File: src/rtl/reset_sync_seq_if.sv
// rtl/reset_sync_seq_if.sv - reset sequencer request/status bundle
interface reset_sync_seq_if #(
    parameter int NUM_OUT = 4
);
    logic               sw_rst_req;
    logic [NUM_OUT-1:0] valid;
    logic               all_valid;
    logic               busy;

    modport master (
        output sw_rst_req,
        input  valid,
        input  all_valid,
        input  busy
    );

    modport slave (
        input  sw_rst_req,
        output valid,
        output all_valid,
        output busy
    );
endinterface

File: src/rtl/reset_sync_seq.sv
// rtl/reset_sync_seq.sv - async-assert/sync-release reset with staggered per-output release
module reset_sync_seq #(
    parameter int STAGES      = 2,
    parameter int HOLD_CYCLES = 8,
    parameter int NUM_OUT     = 4,
    parameter int STAGGER     = 2
) (
    input  logic             clk,
    input  logic             rst_n,
    reset_sync_seq_if.slave  bus
);
    localparam int HOLD_W = $clog2(HOLD_CYCLES + 1);
    localparam int STG_W  = $clog2(STAGGER + 1);
    localparam int IDX_W  = $clog2(NUM_OUT + 1);

    typedef enum logic [1:0] {
        ST_SYNC,
        ST_HOLD,
        ST_RELEASE,
        ST_RUN
    } state_t;

    logic [STAGES-1:0]  sync_q;
    logic               sync_out;

    state_t             state_q, state_d;
    logic [HOLD_W-1:0]  hold_q, hold_d;
    logic [STG_W-1:0]   stg_q, stg_d;
    logic [IDX_W-1:0]   idx_q, idx_d;
    logic [NUM_OUT-1:0] valid_q, valid_d;
    logic               all_valid_q;
    logic               busy_q;
    logic               restart;
    logic               release0;

    always_ff @(posedge clk or negedge rst_n) begin
        if (!rst_n) begin
            sync_q <= '0;
        end else begin
            sync_q <= {sync_q[STAGES-2:0], 1'b1};
        end
    end

    assign sync_out = sync_q[STAGES-1];

    always_ff @(posedge clk or negedge rst_n) begin
        if (!rst_n) begin
            state_q     <= ST_SYNC;
            hold_q      <= '0;
            stg_q       <= '0;
            idx_q       <= '0;
            valid_q     <= '0;
            all_valid_q <= 1'b0;
            busy_q      <= 1'b1;
        end else begin
            state_q     <= state_d;
            hold_q      <= hold_d;
            stg_q       <= stg_d;
            idx_q       <= idx_d;
            valid_q     <= valid_d;
            all_valid_q <= (state_d == ST_RUN);
            busy_q      <= (state_d != ST_RUN);
        end
    end

    always_comb begin
        state_d  = state_q;
        hold_d   = hold_q;
        stg_d    = stg_q;
        idx_d    = idx_q;
        valid_d  = valid_q;
        restart  = 1'b0;
        release0 = 1'b0;

        case (state_q)
            // The FSM sees the chain output one edge after it settles, so the
            // first SYNC cycle with sync_out high already counts as HOLD cycle one.
            ST_SYNC: begin
                if (sync_out) begin
                    if (bus.sw_rst_req) begin
                        restart = 1'b1;
                    end else if (HOLD_CYCLES == 1) begin
                        release0 = 1'b1;
                    end else begin
                        state_d = ST_HOLD;
                        hold_d  = HOLD_W'(1);
                    end
                end
            end
            ST_HOLD: begin
                if (bus.sw_rst_req) begin
                    restart = 1'b1;
                end else if (hold_q == HOLD_W'(HOLD_CYCLES - 1)) begin
                    release0 = 1'b1;
                end else begin
                    hold_d = hold_q + 1'b1;
                end
            end
            ST_RELEASE: begin
                if (bus.sw_rst_req) begin
                    restart = 1'b1;
                end else if (stg_q == STG_W'(STAGGER - 1)) begin
                    valid_d = valid_q | (NUM_OUT'(1) << idx_q);
                    stg_d   = '0;
                    idx_d   = idx_q + 1'b1;
                    if (idx_q == IDX_W'(NUM_OUT - 1)) begin
                        state_d = ST_RUN;
                    end
                end else begin
                    stg_d = stg_q + 1'b1;
                end
            end
            default: begin
                if (bus.sw_rst_req) begin
                    restart = 1'b1;
                end
            end
        endcase

        if (release0) begin
            valid_d = NUM_OUT'(1);
            stg_d   = '0;
            idx_d   = IDX_W'(1);
            state_d = (NUM_OUT == 1) ? ST_RUN : ST_RELEASE;
        end

        if (restart) begin
            state_d = ST_HOLD;
            hold_d  = '0;
            stg_d   = '0;
            idx_d   = '0;
            valid_d = '0;
        end
    end

    assign bus.valid     = valid_q;
    assign bus.all_valid = all_valid_q;
    assign bus.busy      = busy_q;
endmodule
File: src/flat_wrapper.sv
// flat-port wrapper written by rule: the top's interface ports become plain ports
module reset_sync_seq_flat 
#(
    parameter int STAGES      = 2,
    parameter int HOLD_CYCLES = 8,
    parameter int NUM_OUT     = 4,
    parameter int STAGGER     = 2
)
  (clk, rst_n, bus_sw_rst_req, bus_valid, bus_all_valid, bus_busy);
  reset_sync_seq_if #(.NUM_OUT(NUM_OUT)) bus_i ();
  input  logic clk;
  input  logic rst_n;
  input wire logic [$bits(bus_i.sw_rst_req)-1:0] bus_sw_rst_req;
  output wire logic [$bits(bus_i.valid)-1:0] bus_valid;
  output wire logic [$bits(bus_i.all_valid)-1:0] bus_all_valid;
  output wire logic [$bits(bus_i.busy)-1:0] bus_busy;
  assign bus_i.sw_rst_req = bus_sw_rst_req;
  assign bus_valid = bus_i.valid;
  assign bus_all_valid = bus_i.all_valid;
  assign bus_busy = bus_i.busy;
  reset_sync_seq #(.STAGES(STAGES), .HOLD_CYCLES(HOLD_CYCLES), .NUM_OUT(NUM_OUT), .STAGGER(STAGGER)) u_core (.clk(clk), .rst_n(rst_n), .bus(bus_i));
endmodule
File: config.mk
export PLATFORM = sky130hd
export DESIGN_NAME = reset_sync_seq_flat
export DESIGN_NICKNAME = d
export VERILOG_FILES = /design/src/rtl/reset_sync_seq_if.sv /design/src/rtl/reset_sync_seq.sv /design/src/flat_wrapper.sv
export SDC_FILE = /design/constraint.sdc
export NUM_CORES = 1
export LEC_CHECK = 0
export CAP_MARGIN = 25
export CORE_UTILIZATION = 50
export CTS_CLUSTER_SIZE = 10
export DETAILED_ROUTE_END_ITERATION = 10
export PLACE_DENSITY = 0.83
export SLEW_MARGIN = 15
export SYNTH_ARGS = -nofsm -noshare
export SYNTH_HDL_FRONTEND = slang
export SYNTH_SLANG_ARGS = --single-unit
File: constraint.sdc
create_clock -name clk -period 1.3 [get_ports clk]
set_input_delay 0.26 -clock clk [delete_from_list [all_inputs] [get_ports clk]]
set_output_delay 0.26 -clock clk [all_outputs]
set_load 0.01 [all_outputs]
# After elaboration in Yosys (flattened, before gate mapping)
# Index checks and enable logic that the tools add are counted.
[totals] register_bits=19 latchBits=0 mem_bits_rw=0 mem_bits_ro=0 memories=0
[classes] add_sub_neg=3 multipliers=0 div_mod_pow=0 order_cmp=0 eq_ne=12 n_shift=1 mux=35 bitwise=1 reduce_logical=7
[ops] cell="4-bit 2-to-1 mux" count=10
[ops] cell="2-bit 2-to-1 mux" count=12
[ops] cell="3-bit 2-to-1 mux" count=5
[ops] cell="3-bit by 2-bit inequality test with 1-bit output, second input constant" count=3
[ops] cell="3-bit nonzero test" count=3
[ops] cell="4-bit case mux with 2 select lines" count=1
[ops] cell="1-bit 2-to-1 mux" count=6
[ops] cell="3-bit by 1-bit inequality test with 1-bit output, second input constant" count=2
[ops] cell="5-bit AND reduction" count=1
[ops] cell="4-bit by 1-bit adder with 4-bit output, second input constant" count=1
[ops] cell="2-bit by 1-bit == test with 1-bit output, second input constant" count=2
[ops] cell="2-bit == test, second input constant" count=2
[ops] cell="4-bit by 3-bit == test with 1-bit output, second input constant" count=1
[ops] cell="4-bit OR" count=1
[ops] cell="2-bit case mux with 2 select lines" count=1
[ops] cell="1-bit by 3-bit left shift with 4-bit output, first input constant" count=1
[ops] cell="3-bit by 1-bit adder with 3-bit output, second input constant" count=1
[ops] cell="3-bit by 2-bit == test with 1-bit output, second input constant" count=1
[ops] cell="3-bit AND reduction" count=1
[ops] cell="2-bit by 1-bit adder with 2-bit output, second input constant" count=1
[ops] cell="2-bit logical NOT" count=1
[ops] cell="2-bit inequality test, second input constant" count=1
[ops] cell="2-bit AND reduction" count=1

# Depth between registers and ports, before layout
[logic_depth] word_depth=8 depth_mapped=5 mapped_depth_nobuf=5

# Least setup slack after synthesis
# Ideal clock, no wire load.
[synth_timing] path_kind="register to register" startpoint="register u_core.idx_q[0]" endpoint="register u_core.state_q[0]" setup_ns=0.119 t_arrival_ns=1.280 t_required_ns=1.181 path_slack_ns=-0.099 stages_incl_launch_ff=6 n_path_buf=0 period_less_slack_ns=1.399 cell_sequence="dfrtp_1 ha_1 ha_1 and3_1 o22a_1 o21a_1"
[synth_via] elab_chain_cells=7
[synth_lines] element="from (decl)" line_no="reset_sync_seq.sv:29" rtl="logic [IDX_W-1:0] idx_q, idx_d;"
[synth_lines] element="from (signal assigned)" line_no="reset_sync_seq.sv:59" rtl="idx_q <= idx_d;"
[synth_lines] element="3-bit by 2-bit == test with 1-bit output" line_no="reset_sync_seq.sv:106" rtl="if (idx_q == IDX_W'(NUM_OUT - 1)) begin"
[synth_lines] element="2-bit 2-to-1 mux" line_no="reset_sync_seq.sv:106"
[synth_lines] element="2-bit 2-to-1 mux" line_no="reset_sync_seq.sv:102" rtl="end else if (stg_q == STG_W'(STAGGER - 1)) begin"
[synth_lines] element="2-bit 2-to-1 mux" line_no="reset_sync_seq.sv:100" rtl="if (bus.sw_rst_req) begin"
[synth_lines] element="2-bit case mux with 2 select lines" line_no="reset_sync_seq.sv:75" rtl="case (state_q)"
[synth_lines] element="2-bit 2-to-1 mux" line_no="reset_sync_seq.sv:120" rtl="if (release0) begin"
[synth_lines] element="2-bit 2-to-1 mux" line_no="reset_sync_seq.sv:127" rtl="if (restart) begin"
[synth_lines] element="named net u_core.state_d[0]" line_no="reset_sync_seq.sv:26" rtl="state_t state_q, state_d;"
[synth_lines] element="to (signal assigned)" line_no="reset_sync_seq.sv:56" rtl="state_q <= state_d;"
[synth_lines] element="to (decl)" line_no="reset_sync_seq.sv:26"
# The timed path passes the listed nets, and every way through them passes these cells.
# A chain may end at the register's enable or synchronous reset.

# Final worst setup path
[layout_timing] startpoint="register u_core.hold_q[1]" endpoint="register u_core.hold_q[0]"
[layout_via] elab_chain_cells=3
[layout_lines] element="from (decl)" line_no="reset_sync_seq.sv:27" rtl="logic [HOLD_W-1:0] hold_q, hold_d;"
[layout_lines] element="from (signal assigned)" line_no="reset_sync_seq.sv:57" rtl="hold_q <= hold_d;"
[layout_lines] element="4-bit by 3-bit == test with 1-bit output" line_no="reset_sync_seq.sv:93" rtl="end else if (hold_q == HOLD_W'(HOLD_CYCLES - 1)) begin"
[layout_lines] element="3-bit by 2-bit inequality test with 1-bit output (no line)"
[layout_lines] element="5-bit AND reduction (no line)"
# Every way passes these cells.

==> metrics.yaml <==
sta:
  setup_tns_ps: -116.8
  period_share: 1.067
  rsz0062_at_grt: "yes"
  fmax_mhz: 721.2
  worst_slack_ps: -86.57
  setup_viol: 3
  min_period_ps: 1387
  finalHoldViolCount: 0
  fin_worst_skew_ps: 2.715
  slew_viol_final: 0
global_route:
  grt_pass1_vias: 794
  grt-ovfl-total: 0
  track_usage: 0.2378
  grt_start_max_net_pins: 12
  antenna_found_initial: 0
  grt_first_pass_wirelength_mm: 3.657
run:
  drv_cap: 0
setup_path:
  cp_max_fo: 5
  critical_path.endpoint_type: "register"
  required_ps: 1530
  cpLargestDelayFamily: "compound AO/OA/AOI/OAI gates"
  crit_path_top_delay_cell: "dfrtp_1"
  cp.arrival_ps: 1620
  startpoint_type: "register"
  critical_path_class: "reg -> reg"
  path_buf_inv: 0
  max_stage_delay_ps: 400
  cp_cell_sequence: "ha_2 > and3b_4 > o32a_1 > o21ai_1"
clock_network:
  clock-sinks: 19
  clk_pin_slew_ps: 110
  ctsRootBufferMaster: "clkbuf_4"
  cts_buffers: 3
  htreeDepth: 1
  postCtsHoldBufs: 0
  cts_buffer_depth: 2
  cts_tree: "yes"
  clock_latency_ps: 310
floorplanning:
  die_w_um: 47.82
  rows: 16
  core_mm2: 0.001962
  die-area_mm2: 0.002287
  start_util: 0.5351
  pin_count: 9
  chipHeight_um: 47.82
min_path:
  hold_class: "in -> async"
yosys:
  synth_flop_cell: "dfrtp_1"
  synth_seq_cells: 19
  synth_nets: 103
  avgSynthCellArea_um2: 11.17
  synth_edf_count: 0
  syn_inst: 94
  synthArstFlopShare: 1.000
  synth.cell_area_mm2: 0.001050
  seq_area_frac_synth: 0.4541
  ys_types: 39
  yosys_warnings: 0
drt:
  drt-total-wl_mm: 2.519
  drt_iter0_drc: 31
  drt-pass1-iter-count: 5
  detail-route-antenna-nets: 0
  wl_per_cell_um: 16.15
  viasPerCell: 5.724
  vias: 893
  post-route-drc-count: 0
cells_and_area:
  stdcell_count: 156
  final_cell_mix: "22 x buf_4, 16 x dfrtp_1, 11 x nor2_1"
  mostFrequentLayoutCell: "buf_4"
  area_delta_synth_final_pct: 38.02
  utilization: 0.7385
  design_area_mm2: 0.001449
  antenna_cells: 0
  drive_above_1_share: 0.4496
  fin_nets: 139
power_and_ir_drop:
  total_power_w: 0.001070
  ir_drop_mv: 0.8766
  p_leak_nw: 0.6649
  power.density_mw_per_mm2: 738.8
run_status:
  violations: "negative setup slack"
  outcome: "complete, but fails checks"
placed_design:
  placed_area_mm2: 0.001330
  gp_congestion: 0.7998
  dp.cells: 148
  dp_hpwl_mm: 1.810
  portBuffers: 8
## through the flow
step,hold WS (ps),setup slack (ps)
6_report,183.8,-86.57
5_1_grt,208.1,-126.4
4_1_cts,188.4,-39.33
3_5_place_dp,340.3,-338.4
3_3_place_gp,333.8,-263.3
2_1_floorplan,-35.59,7.196
## power breakdown
part | internal (W) | switching [W] | total [W] | leakage [nW]
Clock | 0.000115 | 0.000188 | 0.000304 | 0.0177
Sequential | 0.000606 | 0.0000163 | 0.000623 | 0.248
Combinational | 0.0000763 | 0.0000679 | 0.000144 | 0.400
Total | 0.000798 | 0.000273 | 0.00107 | 0.665
## registers in the layout, indices dropped and copies added (netlist names)
name and cells:
u_core.state_q 2, u_core.sync_q 2, u_core.bus.all_valid 1, u_core.bus.busy 1
u_core.stg_q 2, u_core.idx_q 3, u_core.bus.valid 4, u_core.hold_q 4
## worst reg2reg max path, delay by kind of cell (launching register included)
family          cells  cell delay, ps
compound gates      2             480
flops               1             400
simple gates        1             220
fa+ha+maj           1             210
## cell usage after synthesis (2+ instances only)
cell type | instances | share of area
mux2i_1 | 2 | 0.019
o211ai_1 | 3 | 0.021
nand2b_1 | 3 | 0.018
xnor2_1 | 2 | 0.017
nand2_1 | 2 | 0.0072
ha_1 | 6 | 0.072
o21ai_1 | 3 | 0.014
nand2_2 | 2 | 0.012
a21oi_1 | 6 | 0.029
nor2_1 | 11 | 0.039
a211oi_2 | 2 | 0.024
nor3_4 | 2 | 0.031
nand3_1 | 3 | 0.014
inv_1 | 5 | 0.018
dfrtp_1 | 18 | 0.43
## metal layers
metal  up-vias  share of wire  track usage  wire length [µm]
li1        403              -            -                 -
met1       453           0.41       0.2964              1043
met2        33           0.52       0.4243              1301
met3         4          0.048      0.02264               121
met4         0          0.021      0.08889                53
met5         -              0            0                 0
## cell type report
type                    count  area, µm²
inverters                   5      18.77
repair buffers             34      287.8
fillers                   140      513.0
multi-input cells          67      601.8
clock inverters             1      5.005
flip-flops and latches     19      479.2
well taps                  27      33.78
clock buffers               3      22.52
## logic make-up after synthesis
kind of cell	count (synthesis)	synth area share
AND/OR/NAND/NOR	33	0.2277
AO/OA/AOI/OAI	23	0.1669
flip-flops	19	0.4541
buffers and inverters	8	0.04052
adder cells (fa/ha/maj)	6	0.07151
XOR/XNOR	2	0.01669
multiplexers	2	0.01907
other	1	0.003572
## what timing repair did
action                     4_1_cts  5_1_grt
pin swaps                        3       13
setup endpoints to repair       15       15
gates resized for setup         16       11
cloned                           0        0
buffers inserted                 3        2
## final timing paths
path	startpoint	endpoint	slack, ps	cells after the start
setup / recovery	u_core.hold_q[1]	u_core.hold_q[0]	-90	4
hold / removal	rst_n	u_core.bus.all_valid	180	1
setup reg to reg	u_core.hold_q[1]	u_core.hold_q[0]	-90	4
hold reg to reg	u_core.sync_q[0]	u_core.sync_q[1]	360	0
max in group asynchronous	rst_n	u_core.state_q[0]	690	2
min in group clk	u_core.sync_q[0]	u_core.sync_q[1]	360	0
(Power assumes the default switching activity.)
